==> src/rtl/jump_charge_pkg.sv <==
// jump_charge_pkg: shared state encodings and default tuning constants for jump_charge
package jump_charge_pkg;
  typedef enum logic [1:0] {
    ST_IDLE   = 2'd0,
    ST_CHARGE = 2'd1,
    ST_LOCK   = 2'd2
  } state_t;
  localparam int DEBOUNCE_DEF = 16;
  localparam int RATE_DIV_DEF = 2;
  localparam int MAX_DIST_DEF = 63;
  localparam int LOCKOUT_DEF  = 24;
endpackage

==> src/rtl/jump_charge_debounce.sv <==
// btn_debounce: 2-flop synchronizer plus debounce counter for the raw jump button
module btn_debounce #(
  parameter int DEBOUNCE = 16
) (
  input  logic clk,
  input  logic restart,
  input  logic btn,
  output logic btn_db
);
  localparam int CW = DEBOUNCE > 1 ? $clog2(DEBOUNCE) : 1;
  logic [1:0] sync;
  logic [CW-1:0] cnt;
  logic btn_s;
  assign btn_s = sync[1];
  always_ff @(posedge clk or posedge restart) begin
    if (restart) begin
      sync   <= '0;
      cnt    <= '0;
      btn_db <= 1'b0;
    end else begin
      sync <= {sync[0], btn};
      if (btn_s == btn_db) cnt <= '0;
      else if (cnt == CW'(DEBOUNCE - 1)) begin
        btn_db <= btn_s;
        cnt    <= '0;
      end else cnt <= cnt + CW'(1);
    end
  end
endmodule

==> src/rtl/jump_charge.sv <==
// jump_charge: debounced button to ramping jump_dist charge with post-release lockout
module jump_charge
  import jump_charge_pkg::*;
#(
  parameter int DEBOUNCE = DEBOUNCE_DEF,
  parameter int RATE_DIV = RATE_DIV_DEF,
  parameter int MAX_DIST = MAX_DIST_DEF,
  parameter int LOCKOUT  = LOCKOUT_DEF
) (
  input  logic       clk,
  input  logic       restart,
  input  logic       btn,
  input  logic       tick,
  output logic [7:0] jump_dist,
  output logic       charging,
  output logic       release_pulse,
  output logic       locked
);
  localparam int DW = RATE_DIV > 1 ? $clog2(RATE_DIV) : 1;
  state_t state, state_n;
  logic [DW-1:0] div_cnt, div_n;
  logic [7:0] lock_cnt, lock_n, dist_n;
  logic btn_db, rel_n;
  btn_debounce #(.DEBOUNCE(DEBOUNCE)) u_db (
    .clk(clk), .restart(restart), .btn(btn), .btn_db(btn_db)
  );
  always_comb begin
    state_n = state;
    dist_n  = jump_dist;
    div_n   = div_cnt;
    lock_n  = lock_cnt;
    rel_n   = tick && state == ST_CHARGE && !btn_db;
    if (tick) begin
      case (state)
        ST_IDLE: begin
          state_n = btn_db ? ST_CHARGE : ST_IDLE;
          dist_n  = btn_db ? 8'd1 : 8'd0;
          div_n   = '0;
        end
        ST_CHARGE: begin
          if (!btn_db) begin
            state_n = ST_LOCK;
            dist_n  = 8'd0;
            lock_n  = 8'(LOCKOUT - 1);
          end else if (div_cnt == DW'(RATE_DIV - 1)) begin
            div_n  = '0;
            dist_n = jump_dist >= 8'(MAX_DIST) ? 8'(MAX_DIST) : jump_dist + 8'd1;
          end else div_n = div_cnt + DW'(1);
        end
        ST_LOCK: begin
          dist_n  = 8'd0;
          lock_n  = lock_cnt != 8'd0 ? lock_cnt - 8'd1 : lock_cnt;
          state_n = lock_cnt == 8'd0 && !btn_db ? ST_IDLE : ST_LOCK;
        end
        default: begin
          state_n = ST_IDLE;
          dist_n  = 8'd0;
        end
      endcase
    end
  end
  always_ff @(posedge clk or posedge restart) begin
    if (restart) begin
      state         <= ST_IDLE;
      jump_dist     <= 8'd0;
      div_cnt       <= '0;
      lock_cnt      <= 8'd0;
      charging      <= 1'b0;
      release_pulse <= 1'b0;
      locked        <= 1'b0;
    end else begin
      state         <= state_n;
      jump_dist     <= dist_n;
      div_cnt       <= div_n;
      lock_cnt      <= lock_n;
      charging      <= state_n == ST_CHARGE;
      release_pulse <= rel_n;
      locked        <= state_n == ST_LOCK;
    end
  end
endmodule

==> config.mk <==
export PLATFORM = sky130hd
export DESIGN_NAME = jump_charge
export DESIGN_NICKNAME = d
export VERILOG_FILES = /design/src/rtl/jump_charge_pkg.sv /design/src/rtl/jump_charge_debounce.sv /design/src/rtl/jump_charge.sv
export SDC_FILE = /design/constraint.sdc
export NUM_CORES = 1
export LEC_CHECK = 0
export ABC_AREA = 0
export CORE_MARGIN = 5
export CORE_UTILIZATION = 41
export DETAILED_ROUTE_END_ITERATION = 8
export PLACE_DENSITY = 0.64
export SETUP_SLACK_MARGIN = 0.4
export SLEW_MARGIN = 40
export SYNTH_ARGS = -nofsm -noshare
export SYNTH_HDL_FRONTEND = slang
export SYNTH_SLANG_ARGS = --single-unit
==> constraint.sdc <==
create_clock -name clk -period 2.7 [get_ports clk]
set_input_delay 0.27 -clock clk [delete_from_list [all_inputs] [get_ports clk]]
set_output_delay 0.27 -clock clk [all_outputs]
set_load 0.02 [all_outputs]
==> impl_metrics.toml <==
[placement]
dpl_cell_area_mm2 = 0.00172
dp_hpwl_mm = 2.02
routabilityCongestion = 0.870
portBuffers = 14

[critical_path]
crit_path_start = "lock_cnt[1]$_DFFE_PP0P_"
r2r-end = "lock_cnt[5]$_DFFE_PP0P_"
cp_max_fo = 8
cp_data_required_time_ns = 2.88
end_kind = "register"
cp-endpoint = "lock_cnt[5]$_DFFE_PP0P_"
arrival_ns = 2.25
setup.worst_path.start_class = "register"
reg2regPathDepth = 6
r2r_start = "lock_cnt[1]$_DFFE_PP0P_"
rrSetupSlack_ns = 0.63
worstSetupPathType = "register to register"

[timing]
worst_pin_slew_ns = 0.521
rsz0062_at_grt = "false"
fin_tns_setup_ns = 0
fmax_mhz = 483
period_needed_ns = 2.07
setup_viol = 0
timing.final.crit_share_pct = 76.7
hold_viol = 0
slew_headroom_pct = 65.2
maxSlewViolCount = 0
clock_skew_ns = 0.00880

[pwr]
ir_drop_v = 0.000224
p_leak_nw = 0.809
power_density_mw_per_mm2 = 541

[floorplanning]
die_area_mm2 = 0.00507
die_width_um = 71.2
fp.dieH_um = 71.2
coreArea_mm2 = 0.00363
initial_utilization_pct = 42.3
io_pins = 15
num_rows = 22

[yosys]
yosys.cell_types.count = 45
synth-edff-count = 0
synthCells = 149
yosys_warnings = 0
synthArstFlopShare_pct = 100
netlist_area_mm2 = 0.00154
synthesis.nets = 161
ys_seq_area_share_pct = 47.2
ys_ff_latch = 29
ys.flop_type = "dfrtp_1"
syn_area_per_cell_um2 = 10.3

[clocking]
cts_tree = "built"
cts_hold_buf = 0
clock_latency_ns = 0.29
post_cts_buffers = 0
ctsResizeCount = 0
clk_pin_slew_ns = 0.07
numCtsBuffers = 5
cts.sinks = 29
htreeDepth = 2
clk_path_buf_depth = 2
ctsRootBufferMaster = "clkbuf_8"

[global_routing]
grt_max_degree = 30
grt_pass1_vias = 1100
antenna_found_initial = 0
grt_pass1_wl_mm = 5.07
grt_use_total_pct = 12.5
globalRouteOverflowTotal = 0

[layout]
mostFrequentLayoutCells = "dfrtp_1, clkdlybuf4s50_1, nand2_1, inv_1, ha_1"
layout_commonest_cell = "dfrtp_1"
syn_to_final_growth_pct = 17.3
drive_above_1_share_pct = 8.98
layout.nets = 178
diodes = 0
fin_area_mm2 = 0.00180

[routing]
drc_errors = 0
first_pass_iters = 4
drt-total-wl_mm = 2.92
ant_nets = 0
routed-via-count = 1195
vias_per_cell = 5.56
wire_per_inst_um = 13.6
drtIter0Drc = 143

[hold_path]
hp-class = "primary input to async pin"

[job]
drv_cap = 0

[run_status]
status = "complete, no violations"
[where the power goes]
part           internal (mW)  total (mW)  switching [mW]  leakage [nW]
Clock                  0.177       0.353           0.175        0.0439
Combinational         0.0545       0.123          0.0686         0.392
Sequential             0.464       0.500          0.0357         0.372
[sequential cells by signal, summed over array words and instances (netlist names)]
signal         count
state              2
u_db.btn_db        1
u_db.cnt           4
charging           1
u_db.sync          2
jump_dist          8
lock_cnt           8
release_pulse      1
div_cnt            1
locked             1
[stage by stage]
step           power [mW]  hold slack (ns)  setup slack (ns)  utilization, %  std cells
2_1_floorplan       0.591            0.301             0.836               -        149
3_3_place_gp        0.622            0.337             0.711            47.2        207
3_5_place_dp        0.629            0.337             0.652            47.2        207
4_1_cts             0.981            0.356             0.650            49.6        215
5_1_grt              1.03            0.376             0.507            49.6        215
6_report            0.976            0.350             0.629            49.6        215
[critical path, cell delays in order, from the launching register on]
cell and delay, ns:
dfrtp_1 0.41, inv_1 0.13, ha_1 0.16, or3b_4 0.39
or2_0 0.39, nand3b_1 0.17, mux2_1 0.32
[kinds of logic after synthesis]
kind of cell	Yosys count	synth area share, %
mux	4	2.77
fa+ha+maj	8	6.51
buf+inv	16	4.72
compound gates	39	18.6
simple gates	51	19.1
xor+xnor	2	1.14
flops	29	47.2
[worst min path at each step]
stage                      startpoint                      end  slack (ns)  cells past startpoint
3_5_place_dp   u_db.sync[0]$_DFF_PP0_   u_db.sync[1]$_DFF_PP0_        0.34                      0
2_1_floorplan                     btn   u_db.sync[0]$_DFF_PP0_        0.30                      0
4_1_cts        u_db.sync[0]$_DFF_PP0_   u_db.sync[1]$_DFF_PP0_        0.36                      0
5_1_grt        u_db.sync[0]$_DFF_PP0_   u_db.sync[1]$_DFF_PP0_        0.38                      0
6_report                      restart  lock_cnt[3]$_DFFE_PP0P_        0.35                      3
3_3_place_gp   u_db.sync[0]$_DFF_PP0_   u_db.sync[1]$_DFF_PP0_        0.34                      0
[Yosys cell counts (2+ instances only)]
| cell type | number | share of area, % |
|---|---|---|
| nand4b_1 | 2 | 1.1 |
| mux2i_1 | 2 | 1.3 |
| nor3_1 | 7 | 2.3 |
| and3_1 | 4 | 1.6 |
| a22oi_1 | 3 | 1.5 |
| o2bb2ai_1 | 2 | 1.1 |
| ha_1 | 8 | 6.5 |
| o31ai_1 | 2 | 0.98 |
| o22a_1 | 4 | 2.3 |
| nor2_1 | 4 | 0.98 |
| o211ai_1 | 2 | 0.98 |
| xnor2_1 | 2 | 1.1 |
| nand3_1 | 4 | 1.3 |
| nor2b_1 | 5 | 2.0 |
| a31oi_1 | 6 | 2.4 |
| o21ai_1 | 2 | 0.65 |
| dfrtp_1 | 29 | 47 |
| inv_1 | 10 | 2.4 |
| nand2_1 | 10 | 2.4 |
| buf_2 | 4 | 1.3 |
| a21oi_1 | 6 | 2.0 |
| o21ai_0 | 4 | 1.3 |
| and2_1 | 5 | 2.0 |
[cell type report]
class	instances	area [um^2]
Timing Repair Buffer	16	155
Sequential cell	29	726
Inverter	10	37.5
Clock buffer	5	68.8
Tap cell	48	60.1
Clock inverter	3	17.5
Multi-Input combinational cell	104	738
Fill cell	359	1830
[metal layers]
layer	GRT usage [%]	share of wire [%]	wire length, um	vias to the layer above
li1	-	-	-	581
met1	16.6	49	1430	578
met2	18.3	44	1290	31
met3	4.77	5.0	147	5
met4	5.01	1.6	47	0
met5	0	0	0	-
Power figures use the tool's default switching activity.
